**config.mk**
```make
export PLATFORM = sky130hd
export DESIGN_NAME = bram_reader
export DESIGN_NICKNAME = d
export VERILOG_FILES = /design/src/rtl/bram_reader.sv
export SDC_FILE = /design/constraint.sdc
export NUM_CORES = 1
export LEC_CHECK = 0
export CORE_AREA = 2 2 98 100
export CTS_CLUSTER_DIAMETER = 30
export CTS_CLUSTER_SIZE = 24
export DETAILED_ROUTE_END_ITERATION = 10
export DIE_AREA = 0 0 100 102
export PLACE_DENSITY = 0.55
export SYNTH_ARGS = -nofsm -noshare
export SYNTH_HDL_FRONTEND = slang
export SYNTH_SLANG_ARGS = --single-unit
```
**constraint.sdc**
```tcl
create_clock -name clk -period 1.96 [get_ports clk]
set_clock_uncertainty 0.1 [all_clocks]
set_input_delay 0.392 -clock clk [delete_from_list [all_inputs] [get_ports clk]]
set_output_delay 0.392 -clock clk [all_outputs]
set_load 0.05 [all_outputs]
```
**src/rtl/bram_reader.sv**
```systemverilog
// ---------------------------------------------------------------------------
// bram_reader
//   Frame-buffer read-out engine. On a start request it scans one frame of
//   pixels out of a synchronous-read BRAM in raster order and emits a timed
//   pixel stream with hsync/vsync framing. Sideband flags are delayed two
//   cycles so that they line up with the registered BRAM read data.
//
// Ports
//   clk          system clock, rising edge
//   rst_n        asynchronous active-low reset
//   start        single-cycle frame request, only honoured in IDLE
//   abort        synchronous cancel of the frame in progress
//   bram_addr    BRAM read address (linear raster address)
//   bram_en      BRAM read enable
//   bram_rdata   BRAM read data, valid the cycle after bram_addr/bram_en
//   pixel_out    output pixel
//   pixel_valid  pixel_out carries an active pixel
//   hsync_out    high during horizontal blanking
//   vsync_out    high during vertical blanking
//   busy         frame in progress
//   done         one-cycle pulse once the frame has left the pipeline
//
// States
//   state    | meaning
//   ---------+--------------------------------------------------------
//   S_IDLE   | waiting for start
//   S_VBLANK | V_BLANK cycles of vertical blanking before the first line
//   S_ACTIVE | H_ACTIVE cycles reading one line from the BRAM
//   S_HBLANK | H_BLANK cycles of horizontal blanking after each line
//   S_DRAIN  | 2 cycles letting the sideband pipeline empty
// ---------------------------------------------------------------------------
module bram_reader #(
  parameter int H_ACTIVE = 128,
  parameter int V_ACTIVE = 128,
  parameter int H_BLANK  = 16,
  parameter int V_BLANK  = 8,
  parameter int ADDR_W   = 14,
  parameter int DATA_W   = 8
) (
  input  logic              clk,
  input  logic              rst_n,
  input  logic              start,
  input  logic              abort,
  output logic [ADDR_W-1:0] bram_addr,
  output logic              bram_en,
  input  logic [DATA_W-1:0] bram_rdata,
  output logic [DATA_W-1:0] pixel_out,
  output logic              pixel_valid,
  output logic              hsync_out,
  output logic              vsync_out,
  output logic              busy,
  output logic              done
);

  localparam int COL_W   = (H_ACTIVE > 1) ? $clog2(H_ACTIVE) : 1;
  localparam int ROW_W   = (V_ACTIVE > 1) ? $clog2(V_ACTIVE) : 1;
  // The single blanking timer must hold V_BLANK-1, H_BLANK-1 and the drain count 1.
  localparam int TMR_LEN = (V_BLANK > H_BLANK) ? ((V_BLANK > 2) ? V_BLANK : 2)
                                               : ((H_BLANK > 2) ? H_BLANK : 2);
  localparam int TMR_W   = $clog2(TMR_LEN);
  localparam int N_PIX   = H_ACTIVE * V_ACTIVE;

  localparam logic [COL_W-1:0]  COL_LAST  = COL_W'(H_ACTIVE - 1);
  localparam logic [ROW_W-1:0]  ROW_LAST  = ROW_W'(V_ACTIVE - 1);
  localparam logic [ADDR_W-1:0] ADDR_LAST = ADDR_W'(N_PIX - 1);
  localparam logic [TMR_W-1:0]  TMR_VB    = TMR_W'(V_BLANK - 1);
  localparam logic [TMR_W-1:0]  TMR_HB    = TMR_W'(H_BLANK - 1);
  localparam logic [TMR_W-1:0]  TMR_DR    = TMR_W'(1);

  typedef enum logic [2:0] {
    S_IDLE   = 3'd0,
    S_VBLANK = 3'd1,
    S_ACTIVE = 3'd2,
    S_HBLANK = 3'd3,
    S_DRAIN  = 3'd4
  } state_t;

  state_t            state, state_nxt;
  logic [TMR_W-1:0]  tmr;
  logic [COL_W-1:0]  col_cnt;
  logic [ROW_W-1:0]  row_cnt;
  logic [ADDR_W-1:0] addr_cnt;
  logic              abort_hit;
  logic              frame_go;
  logic              vld_int, hs_int, vs_int;
  logic [1:0]        vld_sr, hs_sr, vs_sr;

  assign abort_hit = abort && (state != S_IDLE);
  // abort beats start when both arrive in IDLE
  assign frame_go  = (state == S_IDLE) && start && !abort;

  // state register
  always_ff @(posedge clk or negedge rst_n) begin
    if (!rst_n) state <= S_IDLE;
    else        state <= state_nxt;
  end

  // next-state logic
  always_comb begin
    state_nxt = state;
    if (abort_hit) begin
      state_nxt = S_IDLE;
    end else begin
      case (state)
        S_IDLE:   if (frame_go)          state_nxt = S_VBLANK;
        S_VBLANK: if (tmr == '0)         state_nxt = S_ACTIVE;
        S_ACTIVE: if (col_cnt == COL_LAST) state_nxt = S_HBLANK;
        S_HBLANK: if (tmr == '0)         state_nxt = (row_cnt == ROW_LAST) ? S_DRAIN : S_ACTIVE;
        S_DRAIN:  if (tmr == '0)         state_nxt = S_IDLE;
        default:                         state_nxt = S_IDLE;
      endcase
    end
  end

  // output logic
  always_comb begin
    bram_en = 1'b0;
    busy    = 1'b0;
    vld_int = 1'b0;
    hs_int  = 1'b0;
    vs_int  = 1'b0;
    case (state)
      S_VBLANK: begin busy = 1'b1; vs_int = 1'b1; end
      S_ACTIVE: begin busy = 1'b1; vld_int = 1'b1; bram_en = 1'b1; end
      S_HBLANK: begin busy = 1'b1; hs_int = 1'b1; end
      S_DRAIN:  busy = 1'b1;
      default:  ;
    endcase
  end

  assign bram_addr = addr_cnt;

  // Blanking/drain timer: loaded on state entry, terminal count at zero.
  always_ff @(posedge clk or negedge rst_n) begin
    if (!rst_n) begin
      tmr <= '0;
    end else if (state_nxt != state) begin
      case (state_nxt)
        S_VBLANK: tmr <= TMR_VB;
        S_HBLANK: tmr <= TMR_HB;
        S_DRAIN:  tmr <= TMR_DR;
        default:  tmr <= '0;
      endcase
    end else if (tmr != '0) begin
      tmr <= tmr - TMR_W'(1);
    end
  end

  // Column, row and linear address counters.
  always_ff @(posedge clk or negedge rst_n) begin
    if (!rst_n) begin
      col_cnt  <= '0;
      row_cnt  <= '0;
      addr_cnt <= '0;
    end else begin
      if (state == S_IDLE)
        col_cnt <= '0;
      else if (state == S_ACTIVE)
        col_cnt <= (col_cnt == COL_LAST) ? '0 : col_cnt + COL_W'(1);

      if (state == S_IDLE)
        row_cnt <= '0;
      else if (state == S_HBLANK && tmr == '0 && row_cnt != ROW_LAST)
        row_cnt <= row_cnt + ROW_W'(1);

      // Held on the last pixel rather than wrapping, so the BRAM never sees N_PIX.
      if (frame_go)
        addr_cnt <= '0;
      else if (state == S_ACTIVE && addr_cnt != ADDR_LAST)
        addr_cnt <= addr_cnt + ADDR_W'(1);
    end
  end

  // Two-stage sideband delay; stage 0 lines up with bram_rdata, stage 1 with pixel_out.
  always_ff @(posedge clk or negedge rst_n) begin
    if (!rst_n) begin
      vld_sr    <= '0;
      hs_sr     <= '0;
      vs_sr     <= '0;
      pixel_out <= '0;
      done      <= 1'b0;
    end else begin
      if (abort_hit) begin
        vld_sr    <= '0;
        hs_sr     <= '0;
        vs_sr     <= '0;
        pixel_out <= '0;
      end else begin
        vld_sr    <= {vld_sr[0], vld_int};
        hs_sr     <= {hs_sr[0], hs_int};
        vs_sr     <= {vs_sr[0], vs_int};
        pixel_out <= vld_sr[0] ? bram_rdata : '0;
      end
      done <= (state == S_DRAIN) && (state_nxt == S_IDLE) && !abort_hit;
    end
  end

  assign pixel_valid = vld_sr[1];
  assign hsync_out   = hs_sr[1];
  assign vsync_out   = vs_sr[1];

endmodule

```
==> results.txt, run 1 <==
The initial antenna violation count is 0. For the finished layout, the period the worst path requires is 2000 ps. The final-report setup violation count is 3. The routed layout has between 2000 and 2500 vias.

The portion of total power attributed to combinational logic is 40.6%. Measured against its own limit, the worst slew margin works out to 66.3%. The largest individual stage delay along the critical path comes from the cell sky130_fd_sc_hd__or3_4. The die extent in y came out at 102 um. The placed cell count came out at 423. The remaining routing DRC violations came out at 0. The tree is rooted in a sky130_fd_sc_hd__clkbuf_8.

Across the run, the number of max-cap violations was 0. Of all nets on the critical path, the largest fanout is 6. The leakage power is 1.60 nW. The clock passes through at most 2 buffers. The flop and latch count out of synthesis is 50.

For the worst flop-to-flop path, the logic depth is 5. The dominant cell type by area after synthesis is sky130_fd_sc_hd__dfrtp_1. Along the worst hold path, the cell count comes to 1.

The wire length of the first global-routing pass came out at between 9000 and 10000 um. Traced cell by cell, the critical path runs through or3b_4 > buf_6 > or3_4 > or3_4 > a21oi_2. The run finished, with violations left. The critical path in this run is classified as reg2reg. The switching power as a share of total power is 36.6%.

The checks that failed: setup timing. The total global routing track utilization is 11.5%. The post-synthesis cell count came out at about 260.

By area the synthesized netlist is led by sky130_fd_sc_hd__dfrtp_1 50%, sky130_fd_sc_hd__xnor2_1 4.5%, sky130_fd_sc_hd__nor2_1 4.0%. The endpoint kind of the worst setup timing path is a register. The chip width came out at roughly 100 um. The number of endpoints with negative hold slack in the final report came out at 0.

The worst path buffer plus inverter count came out at 1. Once layout is complete, the cells apart from fillers number 437. The worst hold path terminates at hs_sr[1]. The final-report max-slew violation count came to 0.

The hold path startpoint is hs_sr[0]. The delay of the slowest cell on the worst path came out at 430 ps. The number of routed nets with antenna violations came out at 0. Across the VDD grid, the largest voltage drop is 0.476 mV. The number of nets produced by synthesis is 271. The power per cell area came out at 901 nW/um2. Counting stages on the worst path, the most repeated cell is sky130_fd_sc_hd__or3_4. The top flip-flop cell by instance count after synthesis is sky130_fd_sc_hd__dfrtp_1.

The number of nets at the end of the flow is 341. The global-route congestion overflow total came out at 0. The sequential cell fraction of total power is a little under two fifths. The kind of launch point of the worst setup path is a register. The worst setup timing slack at the placement stage came out at -85.9 ps. The area of the core came out at 9110 um2. The total routed wirelength is between 5000 and 6000 um. The number of clock sinks is 50.

In this run, distinct cell masters in the synthesized netlist total between 40 and 50. Port buffering added 39 buffers. The worst register-to-register path has a setup slack of -40 ps. The area share of the leading cell type in the synthesized netlist came out at 49.7%. The H-tree generated during clock tree synthesis spans 2 levels.

The hold slack came out at 407 ps. The die outline area came out at approximately 10000 um2. Grouping stages by cell kind, the critical path spends the most delay in simple AND/OR/NAND/NOR gates. The data arrival time of the worst path is approximately 2100 ps. For the pin with the worst max-slew slack, the measured transition is 504 ps.

The part of the power in the clock network came out at between 20% and 30%. 0 antenna diodes ended up in the layout. In the finished design, the share of the clock period the worst path needs comes to 102%. The path category of the worst min-delay check is reg2reg. The required time reported for the critical path endpoint came out at around 2100 ps. The most frequent cell after synthesis is sky130_fd_sc_hd__dfrtp_1. The first routing iteration left roughly 100 violations. The wire length per cell after detailed routing is 13.1 um.

TritonCTS built the clock tree. After floorplanning, the core was divided into 35 placement rows. The worst reg2reg path startpoint is state[0]. The insertion delay of the later-clocked pin in the worst-skew pair came out at 310 ps. The reg-to-reg endpoint is bram_addr[12]. Across all setup checks in the final design, the least slack found is -40.8 ps. The maximum clock frequency came out at 0.500 GHz. The proportion of register bits with asynchronous set or reset after synthesis came out at 100%.

Sequential cells were found to cover 49.7% of the synthesized design area. The number of optimization iterations in the first detailed-route pass is 4. The routability congestion estimate from global placement is 0.815. The internal power summed over all cells is roughly 2.0 mW. The pin count of the biggest net entering global routing came out at 34. The number of buffers inserted during clock tree synthesis is 5.

The share of cells above drive strength 1 is 34.4%. Sorting the synthesized cells by how often they occur yields 50 x sky130_fd_sc_hd__dfrtp_1, 27 x sky130_fd_sc_hd__nor2_1, 16 x sky130_fd_sc_hd__o21ai_0, 15 x sky130_fd_sc_hd__a21oi_1, 14 x sky130_fd_sc_hd__nand3_1. The number of global-route vias before repair is 1890. Using the TritonRoute via totals, the vias-per-cell ratio works out to 4.80. Setup repair after global routing could not meet its margin everywhere. Compared with the post-synthesis result, the final layout area differs by 38.6%.

The detailed-placement wirelength estimate came out at just over 4000 um. The count of flip-flops with a built-in enable after synthesis is 0. For this run, the number of Yosys warnings is 0. Clock-pin slew was measured on the worst setup and hold paths at ~100 ps. The initial cell density of the core came out at ~28%. The I/O pin total is 40. The post-synthesis instance area came out at 2520 um2. The total net switching power came out at 1.15 mW.

In this run the mean area of a mapped cell was 9.87 um2.
==> cells in the final DEF (no fill, tap or decap), types with 6 or more instances in the layout <==
| master | n |
|---|---|
| sky130_fd_sc_hd__dfrtp_2 | 14 |
| sky130_fd_sc_hd__clkdlybuf4s50_1 | 10 |
| sky130_fd_sc_hd__buf_4 | 50 |
| sky130_fd_sc_hd__inv_1 | 6 |
| sky130_fd_sc_hd__and2_1 | 11 |
| sky130_fd_sc_hd__dlymetal6s2s_1 | 6 |
| sky130_fd_sc_hd__nor2_1 | 26 |
| sky130_fd_sc_hd__xnor2_1 | 12 |
| sky130_fd_sc_hd__a21oi_1 | 13 |
| sky130_fd_sc_hd__o21ai_0 | 16 |
| sky130_fd_sc_hd__nand2_1 | 12 |
| sky130_fd_sc_hd__dfrtp_1 | 36 |
| sky130_fd_sc_hd__nor3_2 | 6 |
| sky130_fd_sc_hd__nor3_1 | 7 |
| sky130_fd_sc_hd__nand3_1 | 14 |
==> layer usage <==
metal  GRT usage [%]  wire length (um)
met5               0                 0
met4            3.79                53
met1            16.3              2680
met2            17.9              2820
met3            2.05               164
==> worst max-delay path by stage <==
stage               cells past startpoint            end  slack, ps    startpoint
global route                            5   bram_addr[6]       -100      state[2]
global placement                        6         tmr[0]        -30         abort
detailed placement                      6         tmr[0]        -90         abort
finish                                  5  bram_addr[12]        -40      state[0]
floorplan                               5   bram_addr[1]        -50  bram_addr[2]
CTS                                     5   bram_addr[6]        -40      state[2]
==> stage by stage <==
stage | utilization, % | total power [mW] | setup TNS (ps) | instance area [um2]
CTS | 37.4 | 3.11 | -117 | 3410
finish | 38.3 | 3.14 | -81.8 | 3490
detailed placement | 35.7 | 2.36 | -289 | 3250
global route | 38.3 | 3.34 | -426 | 3490
global placement | 35.7 | 2.36 | -112 | 3250
floorplan | - | 1.90 | -196 | 2580
==> state kept, by name, indices dropped and copies added, names as in the netlist <==
signal / count
vs_sr: 2
hs_sr: 2
done: 1
row_cnt: 7
col_cnt: 7
vld_sr: 2
tmr: 4
pixel_out: 8
state: 3
bram_addr: 14
==> power by group through the flow <==
| stage | Sequential (mW) | Clock, mW | Combinational [mW] |
|---|---|---|---|
| 2_1_floorplan | 1.30 | 0 | 0.600 |
| 3_3_place_gp | 1.21 | 0 | 1.15 |
| 3_5_place_dp | 1.21 | 0 | 1.14 |
| 4_1_cts | 1.20 | 0.698 | 1.21 |
| 5_1_grt | 1.22 | 0.729 | 1.39 |
| 6_report | 1.20 | 0.664 | 1.28 |
==> area by class of cell <==
class	instances	area, um2
Fill cell	908	5620
Multi-Input combinational cell	185	1280
Sequential cell	50	1270
Timing Repair Buffer	74	668
Tap cell	111	139
Clock buffer	5	68.8
Inverter	9	37.5
Clock inverter	3	28.8
==> cell families (layout without fill, tap and decap cells) <==
group / after synthesis / count (layout) / share of synthesized area [%]
adders and majority gates: 4 / 4 / 1.99
AOI/OAI and AO/OA: 48 / 48 / 11.5
muxes: 3 / 3 / 1.19
DFF: 50 / 50 / 49.7
xor gates and xnor gates: 15 / 15 / 5.22
buffers and inverters: 20 / 91 / 3.63
and+or+nand+nor: 115 / 115 / 26.7
==> worst reg2reg max path, delay by kind of cell (launching register included) <==
kind                   cells  cell delay [ps]
AOI/OAI and AO/OA          1              120
buffers and inverters      1              130
DFF                        1              400
and+or+nand+nor            3             1200
==> timing repair <==
item | 4_1_cts | 5_1_grt
hold buffers | 1 | 0
cloned | 0 | 0
setup endpoints to repair | 12 | 35
pin swaps | 4 | 10
hold endpoints to repair | 17 | 0
resized for setup | 6 | 22
setup buffers | 4 | 1
Note: power is estimated with default switching activity, not from simulation.
==> inputs of run 2 (changes only) <==
CORE_AREA = 2 2 81 122   (was 2 2 98 100)
DIE_AREA = 0 0 83 124   (was 0 0 100 102)
==> run 2 against run 1 <==
Net effect:
- the run still ends with setup timing left
- clock power up 70%
- first-iteration DRC count down 49%
- sequential share of layout area down 0.95 points
- core utilization grew 0.64 points
- register-to-register slack gained 90 ps
- final cell count grew 0.46%
- sequential cell count did not move
- critical path depth decreased by 1
- clock-buffer cell count stayed put
- via count up 3.8%
- largest cell class unchanged
==> results.txt, run 2 (synthesized netlist as in run 1, its figures left out) <==
The flow ran to the end, but the final reports show violations. The final reports fail on setup timing. The clock tree root buffer cell is sky130_fd_sc_hd__clkbuf_16. The number of clock sinks is 50. The total area inside the core boundary comes to between 9000 and 10000 um2. The detailed router placed 2176 vias in this run.

The post-route cell area came out at between 3000 and 4000 um2. The I/O pin total is 40. In the layout the commonest cells are 48 x sky130_fd_sc_hd__buf_4, 36 x sky130_fd_sc_hd__dfrtp_1, 26 x sky130_fd_sc_hd__nor2_1, 17 x sky130_fd_sc_hd__clkdlybuf4s50_1, 15 x sky130_fd_sc_hd__a21oi_1. The register with the most flip-flops in the layout has 14 of them.

The post-route netlist has between 30% and 40% of its cells at a drive strength greater than 1. The placed cell count is between 400 and 500. The reg-to-reg endpoint is bram_addr[6]. The area of the multi-input gates is 1270 um2. The number of optimization iterations in the first detailed-route pass came out at 4. The maximum number of buffers from clock root to sink came out at 2. The transition at the pin with the smallest max-transition slack came out at 499 ps.

The minimum clock period is 1980 ps. The wire length per cell after detailed routing came out at 13.8 um. The final antenna diode count came out at 0. The final-report setup violation count is 1. In this run the number of H-tree levels came out at 2. The utilization after layout came out at 38.9%. Of the available clock period, the critical path in the final layout requires 101%. The number of buffers inserted by port buffering is 39. Setup repair after global routing could not meet its margin everywhere. After legalization and detailed placement, the total HPWL measured 4340 um. The worst setup path category is reg2out.

The initial antenna violation count is 0. The number of endpoints with negative hold slack in the final report came to 0. The remaining routing DRC violations came out at 0.

The chip width came out at 83 um. The number of global-route vias before repair is ~2100. The required time reported for the critical path endpoint came out at about 1500 ps. The analysis attributes to cell leakage a power of 1.56 nW.

STA classifies the critical path endpoint as an output pin. The clock transition at the register clock pins on the worst setup and hold paths after CTS is about 70 ps. The worst reg2reg path startpoint is state[2]. The final cell count without fillers is 439. The routability congestion estimate from global placement came out at 0.876. The number of nets at the end of the flow came out at between 300 and 400. The first global-routing pass estimated 9750 um of wire. The maximum clock frequency came out at ~0.5 GHz.

The total routed wirelength is 6070 um. The insertion delay of the later-clocked pin in the worst-skew pair is 290 ps. The smallest setup slack after layout came out at -20.7 ps. The placed instances occupy a cell area of 3230 um2.

Following the worst setup path forward leads to its endpoint at bram_en. The peak fanout along the critical path came out at 4. The kind of launch point of the worst setup path is a register.

The fill cell total of the finished layout is 889. The maximum vdd drop came out at roughly 0.42 mV. Tracing the worst setup path back leads to its startpoint at state[2]. Summed over all layers, the global routing overflow is 0. The total number of placement rows is 43. The final-report max-slew violation count came out at 0. The depth of the most critical reg-to-reg path is 4. The initial cell density of the core is 27.4%.

The max capacitance violation total is 0. The pin count of the biggest net entering global routing is 35. The path category of the worst min-delay check is reg2reg. The power per cell area came out at 1020 nW/um2. The number of routed nets with antenna violations came out at 0. For this block, the initial DRC count from the detailed router was 50. The die extent in y came out at 124 um.

The die outline area is 10300 um2. The minimum setup slack among reg-to-reg paths is 50 ps. TritonCTS built the clock tree.

In the routed layout, each cell is associated on average with a via count of 4.96. The number of buffers inserted during clock tree synthesis came out at 5. The total global routing track utilization is a little under an eighth. The signed area change from the synthesized netlist to the final layout came out at 42.3%. Leaving out fill and tap cells, the most frequent cell in the layout is sky130_fd_sc_hd__buf_4.

In the final layout, flip-flops and latches occupy 1270 um2. Final hold analysis gives a worst-case slack of 410 ps. The worst slew slack as a fraction of its limit is approximately two thirds. The data arrival time of the worst path came out at around 1500 ps.
## run 2: power breakdown
group	switching [mW]	internal (mW)	total (mW)
logic	0.698	0.637	1.33
registers	0.0805	1.13	1.21
clock network	0.393	0.734	1.13
total	1.17	2.50	3.67
## run 2: through the flow
step	setup slack, ps	TNS, ps	power [mW]
3_5_place_dp	-98.0	-458	2.38
2_1_floorplan	-51.0	-196	1.90
6_report	-20.7	-20.7	3.67
5_1_grt	-62.1	-62.1	3.85
3_3_place_gp	-88.7	-365	2.38
4_1_cts	-68.8	-68.8	3.55
## run 2: how the worst min path moves through the flow
stage                     cells after the start      from      endpoint
final                                         1  vs_sr[0]      vs_sr[1]
after global routing                          1  vs_sr[0]      vs_sr[1]
after CTS                                     1  vs_sr[0]      vs_sr[1]
after detailed placement                      1     rst_n  pixel_out[6]
after global placement                        1     rst_n  pixel_out[2]
after floorplan                               0     rst_n  bram_addr[0]
## run 2: per-layer routing
metal	up-vias	routed length, um	global-route usage, %
met5	-	0	0
met1	1078	2440	12.3
met3	11	212	2.65
met4	0	150	6.35
li1	1040	-	-
met2	47	3270	22.1
## run 2: layout make-up
type	instances	area share (%)
repair buffers	75	18.8
multi-input cells	185	35.5
clock inverters	3	1.92
flip-flops and latches	50	35.4
clock buffers	5	3.49
inverters	9	1.05
well taps	112	3.91
## run 2: what timing repair did
item                                    CTS  global route
hold buffers                              1             0
endpoints found under the setup margin    9            15
setup buffers                             1             6
pin swaps                                 0            10
gates cloned                              0             0
endpoints found under the hold margin    16             0
resized for setup                         4            17
## run 2: worst max-delay path, stage by stage (launching register included)
cell and delay [ps]:
sky130_fd_sc_hd__dfrtp_1 390, sky130_fd_sc_hd__or3b_4 440, sky130_fd_sc_hd__buf_6 150, sky130_fd_sc_hd__clkinvlp_4 80
sky130_fd_sc_hd__buf_12 130
==> inputs of run 3 (changes only) <==
--- a/config.mk
+++ b/config.mk
@@ -7,2 +7,3 @@
 export LEC_CHECK = 0
+export CAP_MARGIN = 20
 export CORE_AREA = 2 2 81 122
==> constraint.sdc (replaced) <==
create_clock -name clk -period 1.96 [get_ports clk]
set_clock_uncertainty 0.1 [all_clocks]
set_input_delay 0.196 -clock clk [delete_from_list [all_inputs] [get_ports clk]]
set_output_delay 0.196 -clock clk [all_outputs]
set_load 0.05 [all_outputs]
==> run 3 against run 2 <==
Net effect:
- the run now ends clean
- critical path type is now reg2reg
- non-clock buffer count fell by 4
- via count decreased by 3.1%
- final cell count is 0.91% lower
- clock power down 23%
- clock-buffer cell count stayed put
- total power down 10%
- register-to-register slack barely moved
- critical endpoint is now bram_addr[6]
- global-route usage decreased by 0.20 points
- worst hold slack worse by 88 ps
- routed wire length is 4.5% lower
- sequential share of layout area increased by 0.71 points
- combinational power down 8%
==> results.txt, run 3 (synthesized netlist as in run 1, its figures left out) <==
The run finished with clean final reports. The die extent in y came out at 124 um. The worst path uses 97.8% of the clock period. The delay of the slowest cell on the worst path came out at 450 ps. STA classifies the critical path endpoint as a register. The slowest stage of the critical path is the sky130_fd_sc_hd__or3b_4 cell. The initial antenna violation count is 0. The number of nets at the end of the flow came out at 338. The number of global-route vias before repair came out at 2164.

Compared with the post-synthesis result, the final layout area differs by 39.5%. STA classifies the critical path startpoint as a register. The clock passes through at most 2 buffers. The flip-flop count of the largest register after layout came out at 14. The signal on the critical path passes through or3b_4 > or3_4 > or3_4 > a21oi_2. The total routed wirelength is 5800 um. The final antenna diode count came out at 0. The max capacitance violation total came out at 0. The overall via count from detail_route is 2108. The detailed-placement wirelength estimate is 4190 um. The total number of placement rows came out at 43. The data arrival time of the worst path is ~2000 ps.

Global routing used 11.6% of the available tracks across all layers. Setup repair after global routing could not meet its margin everywhere. The maximum vdd drop came out at 0.508 mV.

The leakage power came out at 1.44 nW. Global routing finished with a remaining overflow of 0. The hold slack came out at 322 ps.

Fill cells in the final layout number 879. The peak fanout along the critical path came out at 6. The CTS tree is done. The routability congestion estimate from global placement came out at 0.821. The final-report max-slew violation count came out at 0. The number of optimization iterations in the first detailed-route pass came out at 4. The number of clock buffers added by TritonCTS is 5.

The clock reaches the later pin of the worst-skew pair after 290 ps. After clock tree synthesis, the clock-pin slew on the worst setup and hold paths is 70 ps. 40 I/O pins were placed.

In the layout the commonest cells are 36 x sky130_fd_sc_hd__dfrtp_1, 36 x sky130_fd_sc_hd__clkdlybuf4s50_1, 29 x sky130_fd_sc_hd__buf_4, 27 x sky130_fd_sc_hd__nor2_1, 16 x sky130_fd_sc_hd__o21ai_0. The detailed-route vias per instance came out at 4.85. The area of the multi-input gates came out at 1250 um2. The number of levels in the clock H-tree is 2. The power per cell area is 940 nW/um2.

The initial cell density of the core is 27.4%. The post-route cell area came out at 3510 um2. The area of the core came out at 9200 um2. The smallest setup slack after layout is between 40 and 50 ps. For this design, the sink count on the clock tree is 50.

The maximum clock frequency came out at 0.522 GHz. By instance count, the cell type seen most on the critical path is sky130_fd_sc_hd__or3_4. The wire length of the first global-routing pass came out at 9680 um. The worst setup path is of the reg2reg kind. The number of buffers inserted by port buffering came out at 39. The number of routed nets with antenna violations is 0. The worst setup timing slack at the placement stage came out at -37.3 ps.

The pin count of the biggest net entering global routing is around 50. The die outline area is approximately 10000 um2. After detailed routing, the number of remaining DRC violations is 0. Clock tree synthesis selected as its root buffer the cell sky130_fd_sc_hd__clkbuf_16. The total area of sequential cells came out at 1270 um2. After the first detailed-routing iteration, the DRC count stood at 99. The chip width came out at 83 um. The required time reported for the critical path endpoint came out at around 2100 ps.

Setup violations remaining at the end of the flow were counted as 0. The worst hold path belongs to the class in2async. The number of endpoints with negative hold slack in the final report was 0. Dividing the detail-routed wire length by the instance count gives 13.3 um. The share of cells above drive strength 1 is 26.0%. In this run the tightest slew margin relative to its limit is around 65%. The post-detailed-placement cell area is 3290 um2. The minimum clock period came out at 1920 ps. The setup TNS after final layout is 0 ps. The transition at the pin with the smallest max-transition slack is between 500 and 600 ps.
## run 3: changes by cell type in the layout (fill, tap and decap cells not counted), moves of 2 or more
cell	previous run	this run
sky130_fd_sc_hd__bufinv_16	2	0
sky130_fd_sc_hd__buf_4	48	29
sky130_fd_sc_hd__a21oi_2	0	4
sky130_fd_sc_hd__o21ai_1	2	0
sky130_fd_sc_hd__buf_6	3	1
sky130_fd_sc_hd__nor3_1	7	9
sky130_fd_sc_hd__nor3_2	6	4
sky130_fd_sc_hd__o21ai_0	14	16
sky130_fd_sc_hd__clkdlybuf4s50_1	17	36
sky130_fd_sc_hd__a21oi_1	15	11
## run 3: worst paths after layout
check / from / endpoint / slack, ps / depth (start not counted)
min in group clk: bram_rdata[4] / pixel_out[4] / 360 / 2
setup reg to reg: state[0] / bram_addr[6] / 40 / 4
hold reg to reg: vs_sr[0] / vs_sr[1] / 410 / 1
max in group asynchronous: rst_n / bram_addr[0] / 1190 / 3
setup / recovery: state[0] / bram_addr[6] / 40 / 4
hold / removal: rst_n / tmr[2] / 320 / 3
## run 3: what timing repair did
item	CTS	global route
buffers inserted	0	2
setup endpoints to repair	8	11
resized for setup	3	12
hold endpoints to repair	50	0
pin swaps	1	7
hold buffers	1	0
## run 3: report_power, final
group	internal [mW]	switching, mW	total, mW
registers	1.13	0.0774	1.21
clock network	0.473	0.392	0.865
logic	0.559	0.670	1.23
total	2.16	1.14	3.30
## run 3: area by class of cell
type	count	area share, %
clock inverters	3	0.606
flip-flops and latches	50	36.1
inverters	9	1.07
repair buffers	71	18.9
clock buffers	5	3.56
well taps	112	3.99
multi-input cells	185	35.7
## run 3: stage by stage
step	total power, mW	util (%)	std cells
finish	3.30	38.2	435
global route	3.48	38.2	435
CTS	3.27	37.5	434
detailed placement	2.37	35.7	425
global placement	2.36	35.7	425
floorplan	1.89	-	255
## run 3: critical path: cells and delay by family (launching register included)
family	cells	cell delay, ps
compound gates	1	130
simple gates	3	1230
flops	1	380
## run 3: per-layer routing
| layer | vias to the layer above | global-route usage [%] | share of wire [%] |
|---|---|---|---|
| li1 | 1033 | - | - |
| met1 | 1014 | 12.2 | 38 |
| met2 | 50 | 21.7 | 55 |
| met3 | 11 | 2.85 | 4.5 |
| met4 | 0 | 5.84 | 2.3 |
| met5 | - | 0 | 0 |
